===== src/rtl/adc_ltc2308_scan_if.sv =====
// Tagged result stream from the LTC2308 scan controller to its consumer.
interface adc_ltc2308_scan_if;
  logic        out_valid;
  logic        out_ready;
  logic [11:0] out_data;
  logic [2:0]  out_channel;

  modport master (output out_valid, output out_data, output out_channel, input out_ready);
  modport slave  (input out_valid, input out_data, input out_channel, output out_ready);
endinterface


===== src/rtl/adc_ltc2308_scan.sv =====
// Round-robin LTC2308 scan controller: CONVST/SCK/SDI sequencing, SDO capture and a
// one-deep tagged result register, with the one-frame config/data pipeline hidden inside.
module adc_ltc2308_scan #(
  parameter int unsigned NUM_CH      = 8,
  parameter bit          UNIPOLAR    = 1'b1,
  parameter int unsigned CONVST_HIGH = 2,
  parameter int unsigned CONV_CYCLES = 64,
  parameter int unsigned SCK_HALF    = 1,
  parameter int unsigned ACQ_CYCLES  = 10
) (
  input  logic                clock,
  input  logic                reset,
  input  logic                start,
  input  logic                cont,
  input  logic [NUM_CH-1:0]   ch_mask,
  output logic                busy,
  output logic                done,
  output logic                overrun,
  adc_ltc2308_scan_if.master  res,
  output logic                CONVST,
  output logic                SCK,
  output logic                SDI,
  input  logic                SDO
);

  localparam int unsigned CH_W   = 3;
  localparam int unsigned DATA_W = 12;
  localparam int unsigned IDX_W  = (NUM_CH > 1) ? $clog2(NUM_CH) : 1;
  localparam int unsigned MAX_A  = (CONV_CYCLES > ACQ_CYCLES) ? CONV_CYCLES : ACQ_CYCLES;
  localparam int unsigned MAX_C  = (MAX_A > SCK_HALF) ? MAX_A : SCK_HALF;
  localparam int unsigned CNT_W  = $clog2(MAX_C + 1);

  typedef enum logic [1:0] {IDLE, CONV, SHIFT, ACQ} state_t;

  function automatic logic [CH_W-1:0] lowest_ch(input logic [NUM_CH-1:0] m);
    logic [CH_W-1:0] r;
    r = '0;
    for (int i = int'(NUM_CH) - 1; i >= 0; i--)
      if (m[IDX_W'(i)]) r = CH_W'(i);
    return r;
  endfunction

  function automatic logic [CH_W-1:0] highest_ch(input logic [NUM_CH-1:0] m);
    logic [CH_W-1:0] r;
    r = '0;
    for (int i = 0; i < int'(NUM_CH); i++)
      if (m[IDX_W'(i)]) r = CH_W'(i);
    return r;
  endfunction

  // Next enabled channel above cur, wrapping to the lowest enabled one.
  function automatic logic [CH_W-1:0] next_ch(input logic [NUM_CH-1:0] m, input logic [CH_W-1:0] cur);
    logic [CH_W-1:0] r;
    r = lowest_ch(m);
    for (int i = int'(NUM_CH) - 1; i >= 0; i--)
      if (m[IDX_W'(i)] && (CH_W'(i) > cur)) r = CH_W'(i);
    return r;
  endfunction

  state_t              state;
  logic [CNT_W-1:0]    cnt;
  logic [3:0]          bit_cnt;
  logic [5:0]          cfg_sr;
  logic [DATA_W-2:0]   shreg;
  logic [NUM_CH-1:0]   mask_q;
  logic [CH_W-1:0]     send_ch;
  logic [CH_W-1:0]     ret_ch;
  logic                prime;
  logic                cont_mode;
  logic                stop_q;

  logic [5:0]          cfg_c;
  logic [DATA_W-1:0]   sample_c;
  logic                keep_going_c;
  logic                load_c;
  logic                clear_ovr_c;

  // S/D, O/S, S1, S0, UNI, SLP
  assign cfg_c        = {1'b1, send_ch[0], send_ch[2], send_ch[1], UNIPOLAR, 1'b0};
  assign sample_c     = {shreg, SDO};
  assign keep_going_c = cont_mode ? (cont && !stop_q)
                                  : !(!prime && (ret_ch == highest_ch(mask_q)));
  assign load_c       = (state == SHIFT) && !SCK && (cnt == CNT_W'(SCK_HALF - 1)) &&
                        (bit_cnt == 4'd11) && !prime;
  assign clear_ovr_c  = (state == IDLE) && start && (|ch_mask);

  always_ff @(posedge clock) begin
    if (reset) begin
      state     <= IDLE;
      cnt       <= '0;
      bit_cnt   <= '0;
      cfg_sr    <= '0;
      shreg     <= '0;
      mask_q    <= '0;
      send_ch   <= '0;
      ret_ch    <= '0;
      prime     <= 1'b0;
      cont_mode <= 1'b0;
      stop_q    <= 1'b0;
      busy      <= 1'b0;
      done      <= 1'b0;
      CONVST    <= 1'b0;
      SCK       <= 1'b0;
      SDI       <= 1'b0;
    end else begin
      done <= 1'b0;
      case (state)
        IDLE: begin
          if (start || cont) begin
            if (|ch_mask) begin
              state     <= CONV;
              busy      <= 1'b1;
              CONVST    <= 1'b1;
              cnt       <= '0;
              mask_q    <= ch_mask;
              send_ch   <= lowest_ch(ch_mask);
              prime     <= 1'b1;
              cont_mode <= cont;
              stop_q    <= 1'b0;
            end else if (start) begin
              done <= 1'b1;
            end
          end
        end
        CONV: begin
          if (cnt == CNT_W'(CONVST_HIGH - 1)) CONVST <= 1'b0;
          if (cnt == CNT_W'(CONV_CYCLES - 1)) begin
            state   <= SHIFT;
            cnt     <= '0;
            bit_cnt <= '0;
            SDI     <= cfg_c[5];
            cfg_sr  <= {cfg_c[4:0], 1'b0};
          end else begin
            cnt <= cnt + 1'b1;
          end
        end
        SHIFT: begin
          // SDO is captured on the edge that raises SCK; SDI moves only as SCK falls.
          if (cnt == CNT_W'(SCK_HALF - 1)) begin
            cnt <= '0;
            if (!SCK) begin
              SCK   <= 1'b1;
              shreg <= sample_c[DATA_W-2:0];
            end else begin
              SCK <= 1'b0;
              if (bit_cnt == 4'd11) begin
                state <= ACQ;
                SDI   <= 1'b0;
              end else begin
                bit_cnt <= bit_cnt + 4'd1;
                SDI     <= cfg_sr[5];
                cfg_sr  <= {cfg_sr[4:0], 1'b0};
              end
            end
          end else begin
            cnt <= cnt + 1'b1;
          end
        end
        ACQ: begin
          if (cont_mode && !cont) stop_q <= 1'b1;
          if (cnt == CNT_W'(ACQ_CYCLES - 1)) begin
            cnt <= '0;
            if (keep_going_c) begin
              state   <= CONV;
              CONVST  <= 1'b1;
              prime   <= 1'b0;
              ret_ch  <= send_ch;
              send_ch <= next_ch(mask_q, send_ch);
            end else begin
              state <= IDLE;
              busy  <= 1'b0;
              done  <= 1'b1;
            end
          end else begin
            cnt <= cnt + 1'b1;
          end
        end
        default: state <= IDLE;
      endcase
    end
  end

  // One-deep result register; a result arriving while the old one is unaccepted is dropped.
  always_ff @(posedge clock) begin
    if (reset) begin
      res.out_valid   <= 1'b0;
      res.out_data    <= '0;
      res.out_channel <= '0;
      overrun         <= 1'b0;
    end else begin
      if (load_c) begin
        if (!res.out_valid || res.out_ready) begin
          res.out_valid   <= 1'b1;
          res.out_data    <= sample_c;
          res.out_channel <= ret_ch;
        end else begin
          overrun <= 1'b1;
        end
      end else if (res.out_ready) begin
        res.out_valid <= 1'b0;
      end
      if (clear_ovr_c) overrun <= 1'b0;
    end
  end

endmodule


===== src/flat_wrapper.sv =====
// flat-port wrapper written by rule: the top's interface ports become plain ports
module adc_ltc2308_scan_flat 
#(
  parameter int unsigned NUM_CH      = 8,
  parameter bit          UNIPOLAR    = 1'b1,
  parameter int unsigned CONVST_HIGH = 2,
  parameter int unsigned CONV_CYCLES = 64,
  parameter int unsigned SCK_HALF    = 1,
  parameter int unsigned ACQ_CYCLES  = 10
)
  (clock, reset, start, cont, ch_mask, busy, done, overrun, CONVST, SCK, SDI, SDO, res_out_valid, res_out_data, res_out_channel, res_out_ready);
  adc_ltc2308_scan_if res_i ();
  input  logic clock;
  input  logic reset;
  input  logic start;
  input  logic cont;
  input  logic [NUM_CH-1:0] ch_mask;
  output logic busy;
  output logic done;
  output logic overrun;
  output logic CONVST;
  output logic SCK;
  output logic SDI;
  input  logic SDO;
  output wire logic [$bits(res_i.out_valid)-1:0] res_out_valid;
  output wire logic [$bits(res_i.out_data)-1:0] res_out_data;
  output wire logic [$bits(res_i.out_channel)-1:0] res_out_channel;
  input wire logic [$bits(res_i.out_ready)-1:0] res_out_ready;
  assign res_out_valid = res_i.out_valid;
  assign res_out_data = res_i.out_data;
  assign res_out_channel = res_i.out_channel;
  assign res_i.out_ready = res_out_ready;
  adc_ltc2308_scan #(.NUM_CH(NUM_CH), .UNIPOLAR(UNIPOLAR), .CONVST_HIGH(CONVST_HIGH), .CONV_CYCLES(CONV_CYCLES), .SCK_HALF(SCK_HALF), .ACQ_CYCLES(ACQ_CYCLES)) u_core (.clock(clock), .reset(reset), .start(start), .cont(cont), .ch_mask(ch_mask), .busy(busy), .done(done), .overrun(overrun), .res(res_i), .CONVST(CONVST), .SCK(SCK), .SDI(SDI), .SDO(SDO));
endmodule

===== config.mk =====
export PLATFORM = sky130hd
export DESIGN_NAME = adc_ltc2308_scan_flat
export DESIGN_NICKNAME = d
export VERILOG_FILES = /design/src/rtl/adc_ltc2308_scan_if.sv /design/src/rtl/adc_ltc2308_scan.sv /design/src/flat_wrapper.sv
export SDC_FILE = /design/constraint.sdc
export NUM_CORES = 1
export LEC_CHECK = 0
export ABC_AREA = 1
export CAP_MARGIN = 15
export CORE_MARGIN = 2
export CORE_UTILIZATION = 35
export CTS_BUF_LIST = sky130_fd_sc_hd__clkbuf_4
export DETAILED_ROUTE_END_ITERATION = 12
export SKIP_LAST_GASP = 1
export SLEW_MARGIN = 20
export SYNTH_ARGS = -nofsm -noshare
export SYNTH_HDL_FRONTEND = slang
export SYNTH_SLANG_ARGS = --single-unit

===== constraint.sdc =====
create_clock -name clock -period 1.8 [get_ports clock]
set_input_delay 0.27 -clock clock [delete_from_list [all_inputs] [get_ports clock]]
set_output_delay 0.27 -clock clock [all_outputs]
set_load 0.01 [all_outputs]

==> Flow_metrics.wiki <==
{| class="wikitable"
! Metric !! Value
|-
| Status || complete, no violations
|-
| Overall via count from detail_route || 2,767
|-
| Root Driver || sky130_fd_sc_hd__clkbuf_4
|-
| Share of synthesized area occupied by flip-flops and latches || 40.6%
|-
| Total wirelength of the detailed-routed design || 6930 microns
|-
| Hold buffer count at cts || 0
|-
| Final-report max-slew violation count || 0
|-
| Y dimension of the die || 95.9 microns
|-
| Core area || 8220 sq um
|-
| Maximum resistive drop on vdd || 488 uV
|-
| Synthesized flop and latch total || 60
|-
| FILL cells || 831
|-
| Inserted Diodes || 0
|-
| Post-detail-place hpwl || 4990 microns
|-
| Total number of yosys warnings || 0
|-
| Post-detailed-route count of antenna-violating nets || 0
|-
| Critical path startpoint category || flop
|-
| Crit-path max FO || 4
|-
| Latest clock arrival within the worst-skew pair || 0.41 ns
|-
| Aggregate global-route resource usage || 16.3%
|-
| Post-Syn Area || 2960 sq um
|-
| Die area || 9190 sq um
|-
| Type of the worst setup path || flop to flop
|-
| Reported max-cap violation count || 0
|-
| Synthesized Nets || 437
|-
| Total chip power || 4.67 mW
|-
| First-pass iteration count of the detailed router || 4
|-
| Worst hold path class || flop to flop
|-
| Pleak || 1.46 nW
|-
| Final-report hold violation count || 0
|-
| Final core occ || 45.2%
|-
| TritonCTS Buffers || 9
|-
| Distinct cells, synth || 38
|-
| Worst Clk Skew || 0.0130 ns
|-
| First-pass GRT wire length || 11,500 microns
|-
| Maximum number of pins on one net before global-route repair || 32
|-
| WP data required || 2.09 ns
|-
| Setup repair after global routing missed its margin || yes
|-
| Min Clock Period, post-route || 1.73 ns
|-
| Setup TNS Final || 0 ns
|-
| Arrival time at the worst endpoint || 2.02 ns
|-
| Setup violation total in the final timing report || 0
|-
| Worst reg2reg setup slack || 0.07 ns
|-
| Area added between synthesis and finish || 25.5%
|-
| Vias per std cell || 4.85
|-
| Avg Inst Size Synth || 7.16 sq um
|-
| Instance count of the mapped netlist || 413
|-
| Number of I/O pins || 36
|-
| Clk pin slew, worst setup/hold paths || 0.11 ns
|-
| Number of DRC markers after the initial detailed-route iteration || 136
|-
| Average detailed-routed wire length per instance || 12.1 microns
|-
| Layout Nets || 485
|-
| Initial Utilization || 36.0%
|-
| Share of the clock period used by the worst path || 96.3%
|-
| Number of rows in the core area || 33
|-
| Worst Setup End Kind || flop
|-
| Clock Path Buffers || 2
|-
| Number of antenna violations at the first check in global routing || 0
|-
| Count of unresolved DRC violations after routing || 0
|-
| Power density over the cells || 1260 nW/um^2
|-
| Dominant cell type by area after synthesis || sky130_fd_sc_hd__dfxtp_1
|-
| Number of buffers added on ports || 34
|-
| Share of the synthesized area in the top cell type || 40.6%
|-
| Global placement routability congestion || 0.826
|-
| Clock tree from TritonCTS || done
|-
| Total number of H-tree levels || 3
|-
| Number of global-route vias before repair || 2,528
|-
| Total overflow reported by the global router || 0
|-
| CTS sink count || 60
|-
| Largest cells by area after synthesis || sky130_fd_sc_hd__dfxtp_1, sky130_fd_sc_hd__nand2_1, sky130_fd_sc_hd__nor2_1, sky130_fd_sc_hd__a21oi_1, sky130_fd_sc_hd__nand3_1
|-
| Maximum achievable frequency || 577 MHz
|-
| Layout cell share with drive strength beyond 1 || 14.8%
|-
| Die X || 95.9 microns
|}
## layer usage
layer | wire length (microns) | GRT usage, % | vias up
li1 | - | - | 1448
met2 | 3340 | 25.5 | 39
met4 | 82 | 7.14 | 0
met1 | 3270 | 21.6 | 1274
met5 | 0 | 0 | -
met3 | 243 | 3.29 | 6
## kinds of logic (layout without fill, tap and decap cells)
group | count (synthesis) | in the layout | share of synthesized area, %
flip-flops | 60 | 60 | 40.6
AND/OR/NAND/NOR | 205 | 205 | 31.8
adder cells (fa/ha/maj) | 10 | 10 | 4.23
buffers and inverters | 55 | 108 | 7.96
other | 1 | 1 | 0.127
XOR/XNOR | 2 | 2 | 0.593
AO/OA/AOI/OAI | 80 | 80 | 14.6
## power by group
| part | switching, mW | total [mW] | internal, mW |
|---|---|---|---|
| combinational | 1.18 | 1.93 | 0.758 |
| sequential | 0.166 | 1.74 | 1.57 |
| clock | 0.566 | 0.995 | 0.429 |
## per-stage QoR
step / setup slack [ns] / instances / cell area, sq um / hold WS (ns)
final: 0.0667 / 571 / 3710 / 0.467
after global routing: -0.0752 / 571 / 3710 / 0.477
after CTS: 0.0195 / 570 / 3640 / 0.459
after detailed placement: -0.0437 / 554 / 3500 / 0.452
after global placement: -0.0106 / 554 / 3500 / 0.447
after floorplan: 0.0978 / 413 / 2960 / 0.430
## critical path, stage by stage (launching register included)
cell and delay [ns]:
sky130_fd_sc_hd__dfxtp_1 0.39, sky130_fd_sc_hd__ha_1 0.20, sky130_fd_sc_hd__nand2_1 0.10, sky130_fd_sc_hd__nor2_4 0.18, sky130_fd_sc_hd__nor2_1 0.13, sky130_fd_sc_hd__nor2_1 0.12
sky130_fd_sc_hd__nand3_1 0.12, sky130_fd_sc_hd__nor2_2 0.18, sky130_fd_sc_hd__nand2_1 0.08, sky130_fd_sc_hd__nand2_1 0.06, sky130_fd_sc_hd__a21oi_1 0.05
## path summary, 6_finish.rpt
kind | end | start | cells after the start
worst max-delay path | u_core.state[0] | u_core.bit_cnt[0] | 10
worst min-delay path | u_core.overrun | u_core.overrun | 2
worst max register to register | u_core.state[0] | u_core.bit_cnt[0] | 10
worst min register to register | u_core.overrun | u_core.overrun | 2
## Yosys cell counts
| cell | instances |
|---|---|
| sky130_fd_sc_hd__inv_1 | 34 |
| sky130_fd_sc_hd__nand2_2 | 3 |
| sky130_fd_sc_hd__inv_4 | 1 |
| sky130_fd_sc_hd__buf_4 | 2 |
| sky130_fd_sc_hd__a22oi_1 | 1 |
| sky130_fd_sc_hd__nand2_1 | 85 |
| sky130_fd_sc_hd__xnor2_1 | 1 |
| sky130_fd_sc_hd__a21oi_1 | 39 |
| sky130_fd_sc_hd__a21oi_2 | 2 |
| sky130_fd_sc_hd__xor2_1 | 1 |
| sky130_fd_sc_hd__nor3b_1 | 2 |
| sky130_fd_sc_hd__o21bai_1 | 1 |
| sky130_fd_sc_hd__o31ai_1 | 1 |
| sky130_fd_sc_hd__nor2_1 | 61 |
| sky130_fd_sc_hd__clkbuf_1 | 8 |
| sky130_fd_sc_hd__inv_2 | 4 |
| sky130_fd_sc_hd__nand4_1 | 8 |
| sky130_fd_sc_hd__nor2_4 | 2 |
| sky130_fd_sc_hd__nor2_8 | 3 |
| sky130_fd_sc_hd__a22o_1 | 1 |
| sky130_fd_sc_hd__buf_6 | 2 |
| sky130_fd_sc_hd__o21ai_2 | 1 |
| sky130_fd_sc_hd__buf_2 | 2 |
| sky130_fd_sc_hd__o21ai_0 | 31 |
| sky130_fd_sc_hd__o21ai_1 | 1 |
| sky130_fd_sc_hd__buf_1 | 1 |
| sky130_fd_sc_hd__nand2_4 | 1 |
| sky130_fd_sc_hd__nor3_1 | 2 |
| sky130_fd_sc_hd__nand3_1 | 33 |
| sky130_fd_sc_hd__nand3b_1 | 1 |
| sky130_fd_sc_hd__conb_1 | 1 |
| sky130_fd_sc_hd__nand3_2 | 2 |
| sky130_fd_sc_hd__clkinv_2 | 1 |
| sky130_fd_sc_hd__dfxtp_1 | 60 |
| sky130_fd_sc_hd__ha_1 | 10 |
| sky130_fd_sc_hd__a31oi_1 | 1 |
| sky130_fd_sc_hd__nor2_2 | 2 |
| sky130_fd_sc_hd__a22oi_2 | 1 |
## area by class of cell
cell class              count  area, sq um  area share [%]
multi-input cells         298         1570            42.3
flip-flops and latches     60         1200            32.5
repair buffers             52          508            13.7
inverters                  40          154            4.15
well taps                 105          131            3.54
clock inverters             7         76.3            2.06
clock buffers               9         67.6            1.82
## state kept, by name, indices dropped and copies added (netlist names), 2 cells and up
signal,cells
u_core.cnt,7
u_core.cfg_sr,4
u_core.res.out_data,12
u_core.res.out_channel,2
u_core.send_ch,2
u_core.mask_q,4
u_core.shreg,11
u_core.ret_ch,2
u_core.state,2
u_core.bit_cnt,4
## repair_timing
item / in CTS / in global routing
gates resized for setup: 0 / 18
buffers inserted: 0 / 1
setup endpoints to repair: 0 / 35
## cell usage in the layout, fill, tap and decap left out, types with 9 or more instances in the layout
cell type and instances:
sky130_fd_sc_hd__clkdlybuf4s50_1 34, sky130_fd_sc_hd__inv_1 33, sky130_fd_sc_hd__nor2_1 58, sky130_fd_sc_hd__nand3_1 32, sky130_fd_sc_hd__a21oi_1 38, sky130_fd_sc_hd__nand2_1 83, sky130_fd_sc_hd__ha_1 9, sky130_fd_sc_hd__o21ai_0 31
sky130_fd_sc_hd__dfxtp_1 57, sky130_fd_sc_hd__buf_4 15, sky130_fd_sc_hd__clkbuf_4 9
Power figures use the tool's default switching activity.
==> RTL change 1: new RTL, config.mk and constraints unchanged <==
`CONV_CYCLES` is set to 64 in 2 places; all go to 256.
--- a/src/rtl/adc_ltc2308_scan.sv
+++ b/src/rtl/adc_ltc2308_scan.sv
@@ -4,7 +4,7 @@
   parameter int unsigned NUM_CH      = 8,
   parameter bit          UNIPOLAR    = 1'b1,
   parameter int unsigned CONVST_HIGH = 2,
-  parameter int unsigned CONV_CYCLES = 64,
+  parameter int unsigned CONV_CYCLES = 256,
   parameter int unsigned SCK_HALF    = 1,
   parameter int unsigned ACQ_CYCLES  = 10
 ) (
--- a/src/flat_wrapper.sv
+++ b/src/flat_wrapper.sv
@@ -4,7 +4,7 @@
   parameter int unsigned NUM_CH      = 8,
   parameter bit          UNIPOLAR    = 1'b1,
   parameter int unsigned CONVST_HIGH = 2,
-  parameter int unsigned CONV_CYCLES = 64,
+  parameter int unsigned CONV_CYCLES = 256,
   parameter int unsigned SCK_HALF    = 1,
   parameter int unsigned ACQ_CYCLES  = 10
 )
Check against the original RTL: no difference found for any inputs over 10 cycles, from zero or initial values and one cycle with reset high; that may be too few to reach the edited logic, so the function may still have changed.
==> RTL change 1 against the original RTL <==
- the run now ends with setup timing left
- critical endpoint is now u_core.cfg_sr[5]$_SDFFE_PP0P_
- wire length rose by 7.8%
- area after synthesis fell by 0.38%
- setup slack got worse by 0.31 ns
- cell area rose by 13%
- sequential cell count rose by 2
- largest power group unchanged
- clock power fell by 17%
- clock skew rose by 0.0059 ns
- power rose by 4.3%
==> RTL change 1: results (changes against the original RTL) <==
Outcome -> finished with violations
Failing checks -> setup timing
Crit Path Max Fanout -> 7 (+3)
Hold Crit Start -> SDO
Sequential cell area fraction in the yosys report -> 42.16% (+1.5 points)
Worst R2R Start -> u_core.cnt[1]$_SDFFE_PP0P_
Seq Cell Count -> 62 (+3.3%)
Vias in the first global route -> 2,660 (+5.2%)
Pre-CTS WS -> -0.3156 ns (-0.2718 ns)
DR vias -> 2,895 (+4.6%)
Max VDD drop -> 0.4960 mV (+1.6%)
Power share of the clock group -> 16.9% (-4.4 points)
Multi-input combinational area share -> 40.76% (-1.5 points)
FF-to-FF path depth -> 17 (+7)
Total GRT Usage -> 16.97% (+0.70 points)
Net Sw Frac -> 40.58% (-0.29 points)
Share of layout cells above drive strength 1 -> 26.21% (+11 points)
Hold Path Class -> input port to flop
Comb_multi_in -> 294 (-1.3%)
Syn nets -> 440 (+0.69%)
Final setup vio count -> 48 (+48)
Min setup slack post-route -> -0.2478 ns (-0.3145 ns)
Fin util -> 51.41% (+6.3 points)
Regs by FF count -> u_core.res.out_data x12, u_core.shreg x11, u_core.cnt x9
# nets final -> 516 (+6.4%)
Setup TNS -> -5.223 ns (-5.223 ns)
Hold EP -> u_core.shreg[0]$_SDFFE_PP0P_
Fill count -> 793 (-4.6%)
Combinational power share -> 46.1% (+4.7 points)
Comb pwr -> 2.24 mW (+16%)
Clock-cell share of area -> 2.709% (-1.2 points)
Crit-path slowest cell -> dfxtp_4
Clock buf count -> 10 (+1)
Area contributors post-synth -> dfxtp_1, nand2_1, nor2_1, o21ai_0, a21oi_1
Critical Path End -> u_core.cfg_sr[5]$_SDFFE_PP0P_
DP Area -> 3621 um^2 (+3.5%)
Largest net degree at the start of global routing -> 36 (+13%)
-- RTL change 1: cell count changes in the layout (fill, tap and decap cells not counted), sizes merged, moves of 3 or more --
cell and delta:
nand4 -3, nand2 -13, nor3 +12, buf +24, inv +5, nor2 -3
o21ai +17, nand3 -14
-- RTL change 1: cell families after synthesis --
kind of cell               count (synthesis)  share of synthesized area, %
xor gates and xnor gates                   2                        0.5951
AOI/OAI and AO/OA                         97                         17.04
buffers and inverters                     59                         8.160
adders and majority gates                 11                         4.675
DFF                                       62                         42.16
other                                      1                        0.1274
and+or+nand+nor                          183                         27.24
-- RTL change 1: tightest hold or removal path: cells and delay by family --
kind,cells,cell delay [ns]
AO/OA/AOI/OAI,1,0.06
buffers and inverters,2,0.46
-- RTL change 1: per-layer routing --
layer | part of all wire, % | global-route usage, % | vias to the layer above
li1 | - | - | 1501
met3 | 4.2 | 4.229 | 10
met4 | 1.8 | 7.143 | 0
met1 | 47 | 21.68 | 1321
met5 | 0 | 0 | -
met2 | 47 | 27.27 | 63
==> RTL change 2: new RTL, same settings <==
Without the edit above. The 4 states of `state_t` get a one-hot encoding in 4 bits.
--- a/src/rtl/adc_ltc2308_scan.sv
+++ b/src/rtl/adc_ltc2308_scan.sv
@@ -30,7 +30,7 @@
   localparam int unsigned MAX_C  = (MAX_A > SCK_HALF) ? MAX_A : SCK_HALF;
   localparam int unsigned CNT_W  = $clog2(MAX_C + 1);
 
-  typedef enum logic [1:0] {IDLE, CONV, SHIFT, ACQ} state_t;
+  typedef enum logic [3:0] {IDLE = 4'b0001, CONV = 4'b0010, SHIFT = 4'b0100, ACQ = 4'b1000} state_t;
 
   function automatic logic [CH_W-1:0] lowest_ch(input logic [NUM_CH-1:0] m);
     logic [CH_W-1:0] r;
Formal check against the unedited RTL: no difference found for any inputs over 10 cycles, from zero or initial values and one cycle with reset high; not proved beyond that.
==> RTL change 2 against the original RTL <==
- sequential cell count is 2 higher
- die area is 1.5% higher
- power is 2.4% lower
- wire length shrank 3.2%
- count of clock-buffer cells in the layout unchanged
- area after synthesis increased by 1.5%
- highest routed layer unchanged
- sequential share of layout area is 0.77 points higher
- setup slack better by 0.053 ns
- cell area grew 1.0%
==> RTL change 2: results (changes against the original RTL) <==
DR vias -> 2,749 (-0.65%)
Max VDD drop -> 0.8090 mV (+66%)
Comb_multi_in -> 306 (+2.7%)
Hold Crit Start -> SDO
Multi-input logic area -> 1564 um^2 (-0.24%)
Hold EP -> u_core.shreg[0]$_SDFFE_PP0P_
Non-clock buffers, area share -> 12.82% (-0.88 points)
# nets final -> 489 (+0.82%)
Hold Path Stages -> 3 (+1)
Vias in the first global route -> 2,506 (-0.87%)
Met1 usage -> 20.22% (-1.4 points)
Post-synth top cells -> nor2_1, nand2_1, dfxtp_1
Routed wl met3 -> 280 um (+15%)
Met3 Use GR -> 4.965% (+1.7 points)
Met2 usage -> 26.33% (+0.81 points)
Crit. Startpoint -> u_core.SCK$_SDFFE_PP0P_
Fill count -> 856 (+3.0%)
CP delay by family, top -> buffers and inverters
Post-CTS sizing -> 2 (+2)
Logic inverters -> 41 (+2.5%)
Post-synthesis cell type count -> 29 (-24%)
Met2 wire length -> 3115 um (-6.7%)
Routed len/inst -> 11.54 um (-4.9%)
Min Hold Slack -> 0.4553 ns (-0.01140 ns)
Clock-cell share of area -> 4.539% (+0.66 points)
Total GRT Usage -> 15.97% (-0.30 points)
GPL Wtd Cong -> 0.8554 (+3.5%)
Seq Cell Count -> 62 (+3.3%)
Syn nets -> 439 (+0.46%)
Reg-to-reg slack, setup -> 0.13 ns (+0.06 ns)
Outcome -> finished clean
Non-filler cells, final -> 581 (+1.8%)
Data arrival time of the worst path -> 1.41 ns (-0.61 ns)
First-pass GRT wire length -> 11,490 um (-0.48%)
Crit Path Max Fanout -> 3 (-1)
Clock skew -> 0.01327 ns (+0.0002914 ns)
Share of layout cells above drive strength 1 -> 15.55% (+0.74 points)
==> RTL change 2: cell types whose count changed after synthesis, moves of 3 or more <==
cell     unedited run  this run
ha_1               10         4
inv_2               4         9
nand3_1            33        26
nand2_1            85        71
a21oi_1            39        30
nor2_1             61        92
inv_1              34        31
nand2_2             3         6
o21ai_0            31        28
nand3_4             0         3
o21ai_1             1        11
==> RTL change 2: report_power, final <==
group	switching (mW)	internal, mW	total, mW	leakage (nW)
Clock	0.591	0.579	1.17	0.0875
Combinational	1.05	0.602	1.65	0.953
Sequential	0.161	1.57	1.73	0.504
Total	1.80	2.75	4.55	1.54
==> RTL change 2: cell families after synthesis <==
logic type / Yosys count / share of synthesized area [%]
buffers and inverters: 54 / 7.798
adders and majority gates: 4 / 1.668
AOI/OAI and AO/OA: 70 / 11.76
other: 1 / 0.1250
xor gates and xnor gates: 4 / 1.168
DFF: 62 / 41.37
and+or+nand+nor: 226 / 36.11
